<file path="config.mk">
export PLATFORM = sky130hd
export DESIGN_NAME = fifo_flow_ctrl
export DESIGN_NICKNAME = d
export VERILOG_FILES = /design/src/rtl/fifo_flow_ctrl.sv
export SDC_FILE = /design/constraint.sdc
export NUM_CORES = 1
export LEC_CHECK = 0
export ABC_AREA = 0
export BUFFER_PORTS_ARGS = -buffer_cell sky130_fd_sc_hd__buf_2
export CAP_MARGIN = 20
export CORE_UTILIZATION = 57
export CTS_BUF_LIST = sky130_fd_sc_hd__clkbuf_16
export CTS_CLUSTER_SIZE = 14
export DETAILED_ROUTE_END_ITERATION = 12
export PLACE_DENSITY = 0.78
export SYNTH_ARGS = -nofsm -noshare
export SYNTH_HDL_FRONTEND = slang
export SYNTH_SLANG_ARGS = --single-unit
</file>
<file path="constraint.sdc">
create_clock -name clk -period 2.3 [get_ports clk]
set_input_delay 0.345 -clock clk [delete_from_list [all_inputs] [get_ports clk]]
set_output_delay 0.345 -clock clk [all_outputs]
set_load 0.1 [all_outputs]
</file>
<file path="src/rtl/fifo_flow_ctrl.sv">
// Synchronous FIFO with hysteresis flow control.
// A lane producer writes through push/valid/data_in. The downstream arbiter
// reads with pop and receives pause/continua back-pressure.
// Ports:
//   clk, reset (async, active-low)
//   push, valid, data_in       write side
//   pop, data_out, valid_out   read side (1-cycle read latency)
//   umbral_alto, umbral_bajo   pause / resume thresholds (alto == 0 disables)
//   empty, full, count         occupancy
//   pause, continua            flow-control level / resume pulse
//   overflow_err, underflow_err  sticky error flags
module fifo_flow_ctrl #(
    parameter int unsigned BUS_SIZE   = 5,
    parameter int unsigned ADDR_WIDTH = 3
) (
    input  logic                  clk,
    input  logic                  reset,
    input  logic                  push,
    input  logic                  valid,
    input  logic [BUS_SIZE-1:0]   data_in,
    input  logic                  pop,
    input  logic [ADDR_WIDTH:0]   umbral_alto,
    input  logic [ADDR_WIDTH:0]   umbral_bajo,
    output logic [BUS_SIZE-1:0]   data_out,
    output logic                  valid_out,
    output logic                  empty,
    output logic                  full,
    output logic [ADDR_WIDTH:0]   count,
    output logic                  pause,
    output logic                  continua,
    output logic                  overflow_err,
    output logic                  underflow_err
);

    localparam int unsigned MEM_LENGTH = 1 << ADDR_WIDTH;
    localparam int unsigned CNT_W      = ADDR_WIDTH + 1;

    typedef enum logic {
        ST_NORMAL = 1'b0,
        ST_PAUSED = 1'b1
    } fc_state_e;

    logic [BUS_SIZE-1:0]   mem_q [MEM_LENGTH];
    logic [ADDR_WIDTH-1:0] wr_ptr_q, wr_ptr_d;
    logic [ADDR_WIDTH-1:0] rd_ptr_q, rd_ptr_d;
    logic [CNT_W-1:0]      count_q, count_d;
    logic [BUS_SIZE-1:0]   data_out_q, data_out_d;
    logic                  valid_out_q, valid_out_d;
    logic                  ovf_q, ovf_d;
    logic                  unf_q, unf_d;
    fc_state_e             state_q, state_d;
    logic                  pause_q, pause_d;
    logic                  continua_q, continua_d;

    logic empty_c, full_c, rd_acc_c, wr_acc_c;

    // Occupancy flags come straight from the registered count.
    assign empty_c = (count_q == '0);
    assign full_c  = (count_q == CNT_W'(MEM_LENGTH));

    // A pop on a full FIFO frees a slot in the same cycle, so the push is kept.
    assign rd_acc_c = pop & ~empty_c;
    assign wr_acc_c = push & valid & (~full_c | rd_acc_c);

    // Datapath next-state: pointers, count, read data, sticky errors.
    always_comb begin
        wr_ptr_d    = wr_ptr_q;
        rd_ptr_d    = rd_ptr_q;
        count_d     = count_q + CNT_W'(wr_acc_c) - CNT_W'(rd_acc_c);
        data_out_d  = data_out_q;
        valid_out_d = 1'b0;
        ovf_d       = ovf_q;
        unf_d       = unf_q;
        if (wr_acc_c) begin
            wr_ptr_d = wr_ptr_q + ADDR_WIDTH'(1);
        end
        if (rd_acc_c) begin
            rd_ptr_d    = rd_ptr_q + ADDR_WIDTH'(1);
            data_out_d  = mem_q[rd_ptr_q];
            valid_out_d = 1'b1;
        end
        if (push && valid && !wr_acc_c) begin
            ovf_d = 1'b1;
        end
        if (pop && empty_c) begin
            unf_d = 1'b1;
        end
    end

    // Flow-control FSM next-state and registered outputs.
    always_comb begin
        state_d    = state_q;
        pause_d    = 1'b0;
        continua_d = 1'b0;
        case (state_q)
            ST_NORMAL: begin
                if ((umbral_alto != '0) && (count_q >= umbral_alto)) begin
                    state_d = ST_PAUSED;
                    pause_d = 1'b1;
                end
            end
            ST_PAUSED: begin
                pause_d = 1'b1;
                // Disabling flow control also releases the producer.
                if ((umbral_alto == '0) || (count_q <= umbral_bajo)) begin
                    state_d    = ST_NORMAL;
                    pause_d    = 1'b0;
                    continua_d = 1'b1;
                end
            end
            default: begin
                state_d = ST_NORMAL;
            end
        endcase
    end

    // Control and status registers.
    always_ff @(posedge clk or negedge reset) begin
        if (!reset) begin
            wr_ptr_q    <= '0;
            rd_ptr_q    <= '0;
            count_q     <= '0;
            data_out_q  <= '0;
            valid_out_q <= 1'b0;
            ovf_q       <= 1'b0;
            unf_q       <= 1'b0;
            state_q     <= ST_NORMAL;
            pause_q     <= 1'b0;
            continua_q  <= 1'b0;
        end else begin
            wr_ptr_q    <= wr_ptr_d;
            rd_ptr_q    <= rd_ptr_d;
            count_q     <= count_d;
            data_out_q  <= data_out_d;
            valid_out_q <= valid_out_d;
            ovf_q       <= ovf_d;
            unf_q       <= unf_d;
            state_q     <= state_d;
            pause_q     <= pause_d;
            continua_q  <= continua_d;
        end
    end

    // Storage array; contents are don't-care after reset.
    always_ff @(posedge clk) begin
        if (wr_acc_c) begin
            mem_q[wr_ptr_q] <= data_in;
        end
    end

    assign data_out      = data_out_q;
    assign valid_out     = valid_out_q;
    assign empty         = empty_c;
    assign full          = full_c;
    assign count         = count_q;
    assign pause         = pause_q;
    assign continua      = continua_q;
    assign overflow_err  = ovf_q;
    assign underflow_err = unf_q;

endmodule

</file>
After elaboration in Yosys (flattened, before gate mapping):

Memories as Yosys holds them, arrays and structs flattened. A register that Yosys moved wholly into a read port is not among the register bits.
Cells that the tools add are included.

* $lt $le $gt $ge: 2
* reduce and logical (&&, ||, !) cells: 10
* add/subtract/negate cells: 4
* multiplexer cells: 8
* equality and inequality tests: 1
* bitwise gates (word level): 7
* div/mod/pow operators: 0
* multiply operators: 0
* shifts and indexed selects: 0

Operator list (number)
* zero test 4 bit: 2
* 2-to-1 mux 1 bit: 7
* adder 3 x 1 -> 3 bit, second input constant: 2
* adder 4 x 1 -> 4 bit: 1
* equality test 4 bit, second input constant: 1
* greater-or-equal comparator 4 bit: 1
* less-or-equal comparator 4 bit: 1
* logical AND 1 bit: 4
* nonzero test 4 bit: 1
* subtractor 4 x 1 -> 4 bit: 1
* bitwise AND 1 bit: 3
* inverter 1 bit: 3
* zero test 1 bit: 2
* one-hot mux 1 bit (2 select lines): 1
* logical OR 1 bit: 1
* bitwise OR 1 bit: 1

* latch bits: 0
* logic and storage cells: 41
* RAM bits: 40
* register bits after elaboration: 15
* input bits: 18
* bits in read-only memories: 0
* memories kept: 1
* output and inout port bits: 16

Memories
* mem_q: words 8, width 5, rd ports 1, clocked after Yosys merged registers in 1, write ports 1, line 43 `logic [BUS_SIZE-1:0] mem_q [MEM_LENGTH];`

Depth between registers and ports, before layout:

* depth in word-level cells: 7
* gate-level depth with buffers: 11
* mapped depth without buffers: 11

Worst setup path after synthesis:

No wires, ideal clock.

* kind: register to register
* start: register count_q[3], in the netlist count[3]
* end: register count_q[1], in the netlist count[1]
* required time: 2.236 ns
* arrival time: 4.765 ns
* setup slack: -2.529 ns
* setup time: 0.064 ns
* period minus slack after synthesis: 4.829 ns
* stages on the path, launching flop included: 9
* buffers on the path: 0
* path through: dfrtp_1 > ha_1 > nor3b_1 > a21o_2 > o21ai_0 > ha_1 > inv_1 > fa_1 > inv_1

* elaborated cells between the ends (all ways): 9
* those cells by class: add/sub: 2; eq/ne: 1; bitwise: 5; reduce/logical: 1

RTL lines
* from (decl): line 46 `logic [CNT_W-1:0] count_q, count_d;`
* from (signal assigned): line 133 `count_q <= count_d;`
* equality test 4 bit: line 59 `assign full_c = (count_q == CNT_W'(MEM_LENGTH));`
* net full: line 27 `output logic full,`
* inverter 1 bit: line 63 `assign wr_acc_c = push & valid & (~full_c | rd_acc_c);`
* bitwise OR 1 bit: line 63
* bitwise AND 1 bit: line 63
* adder 4 x 1 -> 4 bit: line 69 `count_d = count_q + CNT_W'(wr_acc_c) - CNT_W'(rd_acc_c);`
* subtractor 4 x 1 -> 4 bit: line 69
* net count_d[1]: line 46

The timed path passes the listed nets, and every way through them passes these cells.
A chain may end at the register's enable or synchronous reset.

Worst setup path in the final report:

* start: register count_q[3], in the netlist count[3]
* end: register count_q[1], in the netlist count[1]

* word-level cells in the longest chain between the ends: 7
* elaborated cells between the ends (all ways): 9
* those cells by class: add/sub: 2; eq/ne: 1; bitwise: 5; reduce/logical: 1

Ends and longest elaborated chain
* zero test 4 bit: line 58 `assign empty_c = (count_q == '0);`
* inverter 1 bit: line 62 `assign rd_acc_c = pop & ~empty_c;`
* bitwise AND 1 bit: line 62
* bitwise OR 1 bit: line 63
* bitwise AND 1 bit: line 63
* adder 4 x 1 -> 4 bit: line 69
* subtractor 4 x 1 -> 4 bit *: line 69
* net count_d[1]: line 46

Mark *: on every way through the listed nets, which the timed path passes. The rest lies on a longest branch.

==> flow_summary.yaml <==
timing:
  period_needed_ns: 2.14
  slew_violations: 0
  finalSetupViolations: 0
  relSlewSlack_pct: 64.3
  final-hold-violation-count: 0
  skew_ns: 0.00581
  fmax_mhz: 467
  period_share_pct: 93.2
  worstMarginPinSlew_ns: 0.536
  grt_setup_unrepaired: "no"
logic_synthesis:
  synth_top_cells_by_area: "edfxtp_1, dfrtp_1, mux4_2, ha_1, nand2_1"
  syn_nets: 206
  netlist.area_leader.share_pct: 45.7
  yosysUniqueCellTypes: 30
  ys_ff_latch: 60
  synth_cells: 172
  syn-cell-area_sq_mm: 0.00263
  syn_avg_cell_area_sq_um: 15.3
  yosysWarningCount: 0
  yosysTopAreaCell: "edfxtp_1"
  yosysSeqAreaShare_pct: 64.8
detailed_routing:
  drcViolationCount: 0
  met2_length_um: 2500
  routed_via_density: 5.80
  avgRoutedWirePerCell_um: 18.2
  drtIter0Drc: 92
  num_vias: 1583
  dr_wl_met3_um: 274
  top_layer: "met4"
  antenna_left: 0
  drt-total-wl_um: 4980
  dr.pass1.iters: 4
  m1WireLength_um: 2140
placed_design:
  place_congestion: 0.941
  hpwl_um: 3520
  dp_cells: 256
  port_buffers: 33
clocking:
  post_cts_resized: 0
  cts_sinks: 60
  clk_pin_slew_ns: 0.06
  root_buffer: "clkbuf_16"
  cts_buffers: 9
  tritoncts: "yes"
  clock_latency_ns: 0.32
  cts.path.max_buffers: 2
  ctsHtreeMaxLevel: 3
finish:
  multi_input_area_sq_um: 992
  diodes: 0
  area_delta_synth_final_pct: 25.7
  drive_above_1_share_pct: 39.8
  instances_no_fill: 273
  fin_util_pct: 75.3
  nets: 250
  regArea_sq_mm: 0.00171
  fillers: 268
die:
  rows: 24
  start_util_pct: 59.9
  fp.dieArea_sq_mm: 0.00488
  num_io_pins: 34
  core-area_sq_mm: 0.00438
  die_h_um: 69.9
  chipWidth_um: 69.9
setup_path:
  r2r-end: "count[1]"
  ff2ff_setup_slack_ns: 0.16
  crit_slowest_cell: "dfrtp_4"
  crit_family: "adder cells"
  critPathMaxFanout: 7
  worstPathArrival_ns: 2.36
  cpPeakStageDelay_ns: 0.50
  path_cells: "ha_1 > nor3b_4 > a21o_4 > o21ai_2 > ha_4 > inv_2 > fa_1 > inv_1"
  crit_cells: 8
  reg2reg_depth: 8
  start_kind: "flop"
  path_class: "reg -> reg"
  r2r_start: "count[3]"
  end_kind: "flop"
  required_ns: 2.51
  path_buf_inv: 2
global_route:
  gr-total-overflow: 0
  grt_first_pass_wirelength_um: 8260
  grt_max_degree: 21
  grt_usage_pct: 23.4
  grt_antenna_before_repair: 0
  grt_pass1_vias: 1662
hold_path:
  min_to: "mem_q[5][3]"
  worst_hold_startpoint: "data_in[3]"
  hp-class: "in -> reg"
  hold_depth: 1
flow_run:
  max-cap-violations: 0
run_status:
  outcome: "finished, final reports clean"
## state kept, by name, summed over array words and instances (netlist names)
register       flops
continua           1
count              4
data_out           5
mem_q             40
overflow_err       1
pause              1
rd_ptr_q           3
underflow_err      1
valid_out          1
wr_ptr_q           3
## through the flow
| stage | setup WS, ns | hold slack, ns | setup TNS [ns] | cell area, sq um |
|---|---|---|---|---|
| 5_1_grt | 0.0726 | 0.297 | 0 | 3300 |
| 3_3_place_gp | 0.213 | 0.307 | 0 | 3010 |
| 2_1_floorplan | -0.725 | 0.0494 | -10.54 | 2790 |
| 4_1_cts | 0.149 | 0.278 | 0 | 3300 |
| 6_report | 0.157 | 0.294 | 0 | 3300 |
| 3_5_place_dp | 0.158 | 0.311 | 0 | 3010 |
## per-layer routing
| metal | GRT usage (%) | vias up |
|---|---|---|
| met3 | 7.07 | 12 |
| met5 | 0 | - |
| li1 | - | 730 |
| met2 | 36.8 | 61 |
| met4 | 11.1 | 0 |
| met1 | 30.0 | 780 |
## synth_stat cells
cell type   n
nor2_1      4
nor3_1      4
a21o_2      1
a21o_1      2
xor2_1      1
nor3b_1     1
buf_6       1
nor3b_2     1
nand2_1    18
fa_1        1
nor2b_1     2
a22o_1      1
a41o_1      2
o21ai_1     5
inv_1      13
mux2i_1     5
inv_2       1
buf_4       1
a21oi_1     6
dfrtp_1    20
edfxtp_1   40
nand2b_1    5
buf_2       2
mux4_2      9
nor4_1      2
ha_1       15
o21ai_0     2
mux4_1      1
xnor2_1     5
o211ai_1    1
## worst max-delay path by stage
stage / startpoint / to
final: count[3] / count[1]
after global routing: count[3] / count[1]
after CTS: count[3] / count[1]
after detailed placement: count[3] / count[1]
after global placement: count[3] / count[2]
after floorplan: count[3] / count[1]
## cell usage in the layout (no fill, tap or decap), drive strengths merged, types with 5 or more instances in the layout
master	count
nand2b	5
clkbuf	9
o21ai	7
mux4	10
clkinv	5
mux2i	5
buf	36
xnor2	5
nand2	18
inv	15
ha	15
edfxtp	40
a21oi	6
dfrtp	20
## cell type report
class / count / area share, %
Clock inverter: 7 / 1.59
Timing Repair Buffer: 37 / 5.99
Clock buffer: 9 / 6.82
Tap cell: 52 / 1.97
Multi-Input combinational cell: 94 / 30.0
Sequential cell: 60 / 51.8
Inverter: 14 / 1.74
## cell families after synthesis
logic type               share of synthesized area (%)
AO/OA/AOI/OAI                                     4.76
flip-flops                                        64.8
multiplexers                                      10.6
XOR/XNOR                                          2.00
AND/OR/NAND/NOR                                   6.81
buffers and inverters                             3.10
adder cells (fa/ha/maj)                           7.91
## worst register-to-register path: stages, from the launching register on
cell	delay, ns
dfrtp_4	0.50
ha_1	0.19
nor3b_4	0.16
a21o_4	0.29
o21ai_2	0.19
ha_4	0.16
inv_2	0.03
fa_1	0.48
inv_1	0.04
## repair_timing
| action | in CTS | in global routing |
|---|---|---|
| hold endpoints to repair | 20 | 0 |
| hold buffers | 1 | 0 |
| setup buffers | 0 | 0 |
Power is not shown: default switching activity piles up to over one toggle a cycle in this logic, so the estimate is an artifact.
